**config.mk**
```make
export PLATFORM = sky130hd
export DESIGN_NAME = mult_arbiter
export DESIGN_NICKNAME = d
export VERILOG_FILES = /design/src/rtl/mult_arbiter.sv
export SDC_FILE = /design/constraint.sdc
export NUM_CORES = 1
export LEC_CHECK = 0
export CAP_MARGIN = 20
export CORE_MARGIN = 5
export CORE_UTILIZATION = 40
export DETAILED_ROUTE_END_ITERATION = 16
export DONT_BUFFER_PORTS = 1
export SETUP_SLACK_MARGIN = 0.2
export SLEW_MARGIN = 30
export SYNTH_ARGS = -nofsm -noshare
export SYNTH_HDL_FRONTEND = slang
export SYNTH_SLANG_ARGS = --single-unit
export TNS_END_PERCENT = 5
```
**constraint.sdc**
```tcl
create_clock -name clk -period 3.95 [get_ports clk]
set_input_delay 0.5925 -clock clk [delete_from_list [all_inputs] [get_ports clk]]
set_output_delay 0.5925 -clock clk [all_outputs]
set_load 0.02 [all_outputs]
```
**src/rtl/mult_arbiter.sv**
```systemverilog
// Four requesters share one combinational multiplier through a round-robin grant.
// Two-cycle latency (operand register, product register); no response backpressure.

module multiplier #(
  parameter int IN_W  = 4,
  parameter int OUT_W = 8
) (
  input  logic [IN_W-1:0]  i_a,
  input  logic [IN_W-1:0]  i_b,
  output logic [OUT_W-1:0] o_prod
);
  // Multiplying at OUT_W width gives the low bits of the full product,
  // or the zero-extended exact product when OUT_W exceeds 2*IN_W.
  assign o_prod = OUT_W'(i_a) * OUT_W'(i_b);
endmodule

module mult_arbiter #(
  parameter int IN_W  = 4,
  parameter int OUT_W = 8
) (
  input  logic              clk,
  input  logic              rst,
  input  logic [3:0]        req_valid,
  input  logic [4*IN_W-1:0] req_data0,
  input  logic [4*IN_W-1:0] req_data1,
  output logic [3:0]        req_ready,
  output logic [3:0]        resp_valid,
  output logic [OUT_W-1:0]  resp_prod,
  output logic              busy
);

  logic [1:0]       r_ptr;
  logic             r_s1_vld;
  logic [1:0]       r_s1_id;
  logic [IN_W-1:0]  r_s1_a;
  logic [IN_W-1:0]  r_s1_b;
  logic [3:0]       r_resp_vld;
  logic [OUT_W-1:0] r_resp_prod;

  logic             w_found;
  logic [1:0]       w_gnt_id;
  logic [1:0]       w_idx;
  logic             w_xfer;
  logic [OUT_W-1:0] w_prod;

  // Scan from the pointer upward; the first valid requester wins.
  always_comb begin
    w_found  = 1'b0;
    w_gnt_id = 2'd0;
    w_idx    = 2'd0;
    for (int k = 0; k < 4; k++) begin
      w_idx = r_ptr + 2'(k);
      if (!w_found && req_valid[w_idx]) begin
        w_found  = 1'b1;
        w_gnt_id = w_idx;
      end
    end
  end

  assign w_xfer = w_found && !rst;

  always_comb begin
    req_ready = 4'b0000;
    if (w_xfer) req_ready[w_gnt_id] = 1'b1;
  end

  multiplier #(
    .IN_W  (IN_W),
    .OUT_W (OUT_W)
  ) u_mult (
    .i_a    (r_s1_a),
    .i_b    (r_s1_b),
    .o_prod (w_prod)
  );

  always_ff @(posedge clk) begin
    if (rst) begin
      r_ptr       <= 2'd0;
      r_s1_vld    <= 1'b0;
      r_s1_id     <= 2'd0;
      r_s1_a      <= '0;
      r_s1_b      <= '0;
      r_resp_vld  <= 4'b0000;
      r_resp_prod <= '0;
    end else begin
      r_s1_vld <= w_xfer;
      if (w_xfer) begin
        r_ptr   <= w_gnt_id + 2'd1;
        r_s1_id <= w_gnt_id;
        r_s1_a  <= req_data0[w_gnt_id*IN_W +: IN_W];
        r_s1_b  <= req_data1[w_gnt_id*IN_W +: IN_W];
      end
      r_resp_vld <= r_s1_vld ? (4'b0001 << r_s1_id) : 4'b0000;
      // Product is only captured alongside a strobe so it holds between results.
      if (r_s1_vld) r_resp_prod <= w_prod;
    end
  end

  assign resp_valid = r_resp_vld;
  assign resp_prod  = r_resp_prod;
  assign busy       = r_s1_vld | (|r_resp_vld);

endmodule
```
==> results by group, run 1 <==
Clock network
  • PostCTS Resize Cnt: 0
  • H-tree levels: 1
  • Clk_lat worst skew: 0.26 ns
  • Hold Buf Count CTS: 0
  • Root Driver: clkbuf_8
  • TritonCTS clock tree: built
  • Post-CTS Setup Inserts: 0
  • TritonCTS Sinks: 25
  • Worst-path clk slew: 0.09 ns
  • Clk buf depth: 2
  • TritonCTS Buffers: 3

Placement
  • Area after DPL: 0.001832 mm²
  • Hpwl dp: 3092 µm
  • GP Congestion: 0.7279
  • Port Buffers: 0

Setup path
  • Slowest-stage cell, CP: fa_1
  • Critical Path, Cell by Cell: nand2_1 -> fa_1 -> inv_1 -> fa_1 -> inv_1 -> fa_1 -> nor2b_1 -> o21a_1 -> nor3_1 -> nand3b_1 -> a21oi_1
  • CP required: around 4.2 ns
  • Arr. time, crit path: 3.02 ns
  • FF-to-FF setup slack: 1.12 ns
  • Crit. End Element: flop
  • Buffers & Inverters on Critical Path: 2
  • CP max FO: 5
  • Crit-path max cell delay: 0.56 ns
  • Most frequent cell on the critical path: fa_1
  • Crit path max-delay family: adder cells
  • Critical R2R Launch: r_s1_a[0]
  • Startpoint Class: flop
  • Crit Path Class: reg2reg
  • Reg-to-Reg End: resp_prod[6]
  • Reg2Reg Depth: 11

Yosys
  • Sequential-to-total area share from yosys stat: 0.2757
  • Syn Nets: 264
  • Syn avg cell area: 8.813 µm²
  • Post-Synth Adder-Cell Area: 0.1544
  • Most common flop cell mapped by yosys: dfxtp_1
  • Post-synthesis simple-gate area fraction: 0.2584
  • Mux share of post-synthesis cell area: 0.06961
  • Synth Instances: 206
  • YS warnings: 0
  • Synth async-reset ratio: 0
  • Xor and xnor area share after synthesis: 0.009649
  • Cell Area, Synth: between 0.0015 and 0.002 mm²
  • Synth unique cells: 49
  • Post-synthesis compound-gate area fraction: 0.1785
  • Largest family of logic cells by synthesized area: simple AND/OR/NAND/NOR gates
  • Synthesized flop and latch total: 25
  • Number of synthesized flops with an enable pin: 0

GRT
  • All-Layer GR Usage: 0.1338
  • Largest net degree at the start of global routing: 22
  • Initial antenna violation count: 0
  • GR Overflow Total: 0
  • Wire length of the first global-routing pass: 6810 µm
  • Number of global-route vias before repair: ~1400

STA
  • Post-route minimum period: 2.825 ns
  • Hold Vio Cnt, Final: 0
  • Worst-margin pin slew: ~0.62 ns
  • Max-slew violations: 0
  • Worst relative slew slack: 0.5844
  • RSZ-0062 raised after global routing: no
  • Final TNS setup: 0 ns
  • Max Freq: 354.0 MHz
  • Final worst-path cycle share: 0.7152
  • Clock Skew: between 0.008 and 0.009 ns
  • Final number of setup-violating endpoints: 0

Hold path
  • Min-Delay Path Depth: 1
  • WHS Endpoint: r_s1_a[2]
  • Hold_sp: rst
  • Hold crit path type: in2reg

Route
  • Via count: around 1400
  • DR iter-0 viols: 43
  • TritonRoute pass-1 iters: 4
  • Drt wl/cell: 15.26 µm
  • Final ANT Viol Nets: 0
  • # DRC: 0
  • Total wire length: 3892 µm
  • Routed vias/inst: between 5 and 6

Layout
  • Design area: 0.001877 mm²
  • Area grow syn2layout: 3.377%
  • Nets@finish: 262
  • Antenna cells: 0
  • # fillers: 464
  • Share of layout cells above drive strength 1: 0.08374

Job
  • Max cap viols: 0

Run status
  • Outcome: finished clean

Die
  • Chip width: 77.37 µm
  • Die area: 0.005986 mm²
  • # rows: 24
  • Core Footprint: 0.004384 mm²
  • Num ports: 55
  • Initial Utilization: 0.4141
  • Die height: 77.37 µm

Pwr
  • Cell Pwr Density: 365.4 mW/mm²
  • IR drop worst, VDD: 158.0 µV
  • Leakage: 0.8106 nW
==> synthesized netlist by cell type, types with 2 or more instances <==
library cell,number,share of area
dfxtp_1,25,0.28
nand2_1,17,0.035
and2_1,16,0.055
ha_1,16,0.11
nor2_1,15,0.031
mux2i_1,10,0.055
o21ai_0,9,0.025
inv_1,8,0.017
nand3_1,8,0.022
a211o_1,7,0.034
nor2b_1,6,0.021
o211ai_1,6,0.025
a21oi_1,5,0.014
fa_1,4,0.044
nor3_1,4,0.011
a21o_1,3,0.012
a31oi_1,3,0.010
and3_1,3,0.010
nor3b_1,3,0.012
a21boi_2,2,0.012
buf_1,2,0.0041
buf_2,2,0.0055
clkbuf_1,2,0.0041
nand2b_1,2,0.0069
nor4_2,2,0.014
o21ai_1,2,0.0055
xnor2_1,2,0.0097
==> placed cells by master, fill, tap and decap left out, types with 4 or more instances in the layout <==
cell / synthesis / routed
o211ai_1: 6 / 6
nand2_1: 17 / 17
and2_1: 16 / 16
fa_1: 4 / 4
inv_1: 8 / 8
nor2b_1: 6 / 6
a21oi_1: 5 / 5
mux2i_1: 10 / 10
nand3_1: 8 / 8
o21ai_0: 9 / 9
a211o_1: 7 / 7
nor3_1: 4 / 4
ha_1: 16 / 16
nor2_1: 15 / 15
dfxtp_1: 25 / 25
==> kinds of logic after synthesis <==
group,after synthesis
compound gates,45
xor+xnor,2
fa+ha+maj,20
buf+inv,18
flops,25
mux,12
simple gates,84
==> where the power goes <==
part / total [W] / leakage (nW) / internal (W) / switching, W
Sequential: 0.000327 / 0.205 / 0.000281 / 0.0000452
Clock: 0.000150 / 0.0228 / 0.0000720 / 0.0000782
Combinational: 0.000209 / 0.583 / 0.0000944 / 0.000115
==> registers in the layout, summed over array words and instances (netlist names) <==
name	cells
resp_prod	8
r_s1_a	4
r_s1_b	4
resp_valid	4
r_ptr	2
r_s1_id	2
r_s1_vld	1
==> per-layer routing <==
metal / vias up / global-route usage / wire [µm]
li1: 722 / - / -
met1: 653 / 0.1719 / 1748
met2: 30 / 0.2290 / 1924
met3: 2 / 0.03241 / 190
met4: 0 / 0.02577 / 29
met5: - / 0 / 0
==> worst max path at each step <==
stage                         start            to  slack [ns]  cells past startpoint
after floorplan           r_s1_a[0]  resp_prod[6]        1.29                     11
after global placement    r_s1_a[0]  resp_prod[6]        1.21                     11
after detailed placement  r_s1_a[0]  resp_prod[6]        1.14                     11
after CTS                 r_s1_a[0]  resp_prod[6]        1.11                     11
after global routing      r_s1_a[0]  resp_prod[6]        0.93                     11
final                     r_s1_a[0]  resp_prod[6]        1.12                     11
==> area by class of cell <==
cell class | instances | area [µm²] | area share
well taps | 52 | 65.06 | 0.03467
multi-input cells | 163 | 1217 | 0.6487
clock buffers | 4 | 45.04 | 0.02400
repair buffers | 2 | 15.01 | 0.008000
inverters | 9 | 33.78 | 0.01800
flip-flops and latches | 25 | 500.5 | 0.2667
==> stage by stage <==
stage                     instances  utilization  total power [W]  setup slack [ns]  hold slack [ns]
after floorplan                 206            -        0.0005174             1.291           0.4338
after global placement          251       0.4178        0.0005402             1.211           0.4555
after detailed placement        251       0.4178        0.0005441             1.135           0.4617
after CTS                       255       0.4281        0.0006946             1.115           0.3800
after global routing            255       0.4281        0.0007373            0.9340           0.3727
final                           255       0.4281        0.0006859             1.125           0.3858
Power figures use the tool's default switching activity.
==> run 2: changes to the inputs <==
clock period = 2.56 ns   (was 3.95 ns; I/O delays follow)
==> results by group, run 2 (same netlist as run 1, synthesis figures left out) <==
Die
  • Initial Utilization: 0.4141 (unchanged)
  • Die height: 77.37 µm (unchanged)
  • Core Footprint: 0.004384 mm² (unchanged)
  • Die area: 0.005986 mm² (unchanged)
  • # rows: 24 (unchanged)
  • Chip width: 77.37 µm (unchanged)
  • Num ports: 55 (unchanged)

Layout
  • Commonest cells after routing, fill and taps aside: dfxtp_1, ha_1, nor2_1, nand2_1, and2_1
  • Largest register FFs: 8 (unchanged)
  • Area grow syn2layout: 8.752%
  • Antenna cells: 0 (unchanged)
  • Share of layout cells above drive strength 1: 0.1698 (+0.08607)
  • Most common cell after layout, fill and taps aside: dfxtp_1
  • Nets@finish: 271 (+3.4%)
  • Final Core Density: 0.4503 (+0.02226)

GRT
  • GRT met3 Usage: 0.03125 (-0.001157)
  • Largest net degree at the start of global routing: 22 (unchanged)
  • Most Used Layer, Global Route: met2
  • GR Overflow Total: 0 (unchanged)
  • Initial antenna violation count: 0 (unchanged)
  • All-Layer GR Usage: 0.1355 (+0.001750)
  • Number of global-route vias before repair: 1482 (+3.0%)
  • Routing usage on met1: 0.1729 (+0.0009599)
  • Met2 global-route usage: 0.2298 (+0.0008418)
  • Wire length of the first global-routing pass: 6817 µm (+0.10%)

Route
  • Total wire length: 3874 µm (-0.46%)
  • DR iter-0 viols: 35 (-19%)
  • Final ANT Viol Nets: 0 (unchanged)
  • Drt wl/cell: 14.67 µm (-3.9%)
  • # DRC: 0 (unchanged)
  • Routed vias/inst: 5.402 (-2.1%)
  • TritonRoute pass-1 iters: 4 (unchanged)
  • Via count: 1426 (+1.4%)

Placement
  • Hpwl dp: 3125 µm (+1.1%)
  • GP Congestion: 0.7346 (+0.92%)
  • Port Buffers: 0 (unchanged)

Setup path
  • Crit-path max cell delay: 0.52 ns (-0.04 ns)
  • Startpoint Class: flop
  • Arr. time, crit path: 2.73 ns (-0.29 ns)
  • Crit. End Element: flop
  • CP required: 2.76 ns (-1.39 ns)
  • CP max FO: 2 (-3)
  • Slowest-stage cell, CP: fa_1
  • Crit Path Class: reg2reg
  • Critical Path, Cell by Cell: nand2_2 -> fa_1 -> inv_1 -> fa_1 -> inv_1 -> fa_2 -> nor2b_1 -> o21a_1 -> nor3_1 -> nand3b_1 -> a21oi_1

Clock network
  • Clk buf depth: 2 (unchanged)
  • TritonCTS Sinks: 25 (unchanged)
  • H-tree levels: 1 (unchanged)
  • Root Driver: clkbuf_8
  • Worst-path clk slew: 0.09 ns (about the same)
  • Hold Buf Count CTS: 0 (unchanged)
  • TritonCTS clock tree: built
  • TritonCTS Buffers: 3 (unchanged)
  • Clk_lat worst skew: 0.27 ns (about the same)

STA
  • Final TNS setup: 0 ns (unchanged)
  • Max Freq: 396.3 MHz (+12%)
  • Final number of setup-violating endpoints: 0 (unchanged)
  • Clock Skew: 0.004150 ns (-0.004613 ns)
  • Worst relative slew slack: 0.6104 (+0.02600)
  • RSZ-0062 raised after global routing: yes
  • Post-route minimum period: 2.523 ns (-0.3020 ns)
  • Worst-margin pin slew: 0.5837 ns (-0.03980 ns)
  • Hold Vio Cnt, Final: 0 (unchanged)
  • Final worst-path cycle share: 0.9856 (+0.2704)
  • Max-slew violations: 0 (unchanged)

Pwr
  • IR drop worst, VDD: 298.5 µV (+89%)
  • Cell Pwr Density: 561.1 mW/mm² (+54%)
  • Total power: 0.001108 W (+62%)
  • Leakage: 0.8632 nW (+6.5%)

Hold path
  • Hold crit path type: in2reg

Run status
  • Outcome: finished clean

Job
  • Max cap viols: 0 (unchanged)
## run 2: cell count changes in the layout (fill, tap and decap cells not counted), moves of 2 or more
cell / change
and2_1: -2
nand2_2: +2
nand2_1: -2
dfxtp_2: +3
dfxtp_1: -4
and2_2: +2
buf_4: +9
## run 2: timing repair
item,4_1_cts,5_1_grt
resized for setup,2,5
endpoints found under the setup margin,7,9
setup buffers,2,1
pin swaps,0,4
## run 2: per-stage QoR
step / hold slack, ns / cells / setup slack, ns / instance area, µm²
after global placement: 0.4542 / 257 / 0.06092 / 1889
after floorplan: 0.4338 / 206 / 0.1296 / 1828
after global routing: 0.1579 / 264 / -0.1570 / 1974
after CTS: 0.1616 / 263 / 0.02066 / 1953
after detailed placement: 0.4534 / 257 / 0.02387 / 1889
final: 0.1712 / 264 / 0.03695 / 1974
## run 2: final timing paths
| kind | slack [ns] | to | cells past startpoint | start |
|---|---|---|---|---|
| max reg2reg | 0.04 | resp_prod[6] | 11 | r_s1_a[0] |
| max | 0.04 | resp_prod[6] | 11 | r_s1_a[0] |
| min reg2reg | 0.48 | resp_valid[2] | 1 | r_s1_id[0] |
| min | 0.17 | r_s1_a[0] | 1 | rst |
## run 2: power breakdown
group / internal (W) / leakage, nW / switching [W]
clock network: 0.000111 / 0.0228 / 0.000123
registers: 0.000436 / 0.207 / 0.0000522
logic: 0.000180 / 0.634 / 0.000205
## run 2: per-layer routing
metal  part of all wire  wire, µm
met1               0.47      1820
met2               0.48      1870
met3              0.039       153
met4             0.0075        29
met5                  0         0
## run 2: cell type report
cell class	count	area (µm²)
Clock buffer	4	45.04
Fill cell	447	2410
Inverter	9	33.78
Multi-Input combinational cell	163	1240
Sequential cell	25	508.0
Tap cell	52	65.06
Timing Repair Buffer	11	82.58
## run 2: worst max-delay path: cells and delay by family (launching register included)
kind                       cells  cell delay [ns]
adders and majority gates      3             1.36
AOI/OAI and AO/OA              2             0.27
and+or+nand+nor                4             0.35
buffers and inverters          2             0.11
DFF                            1             0.36
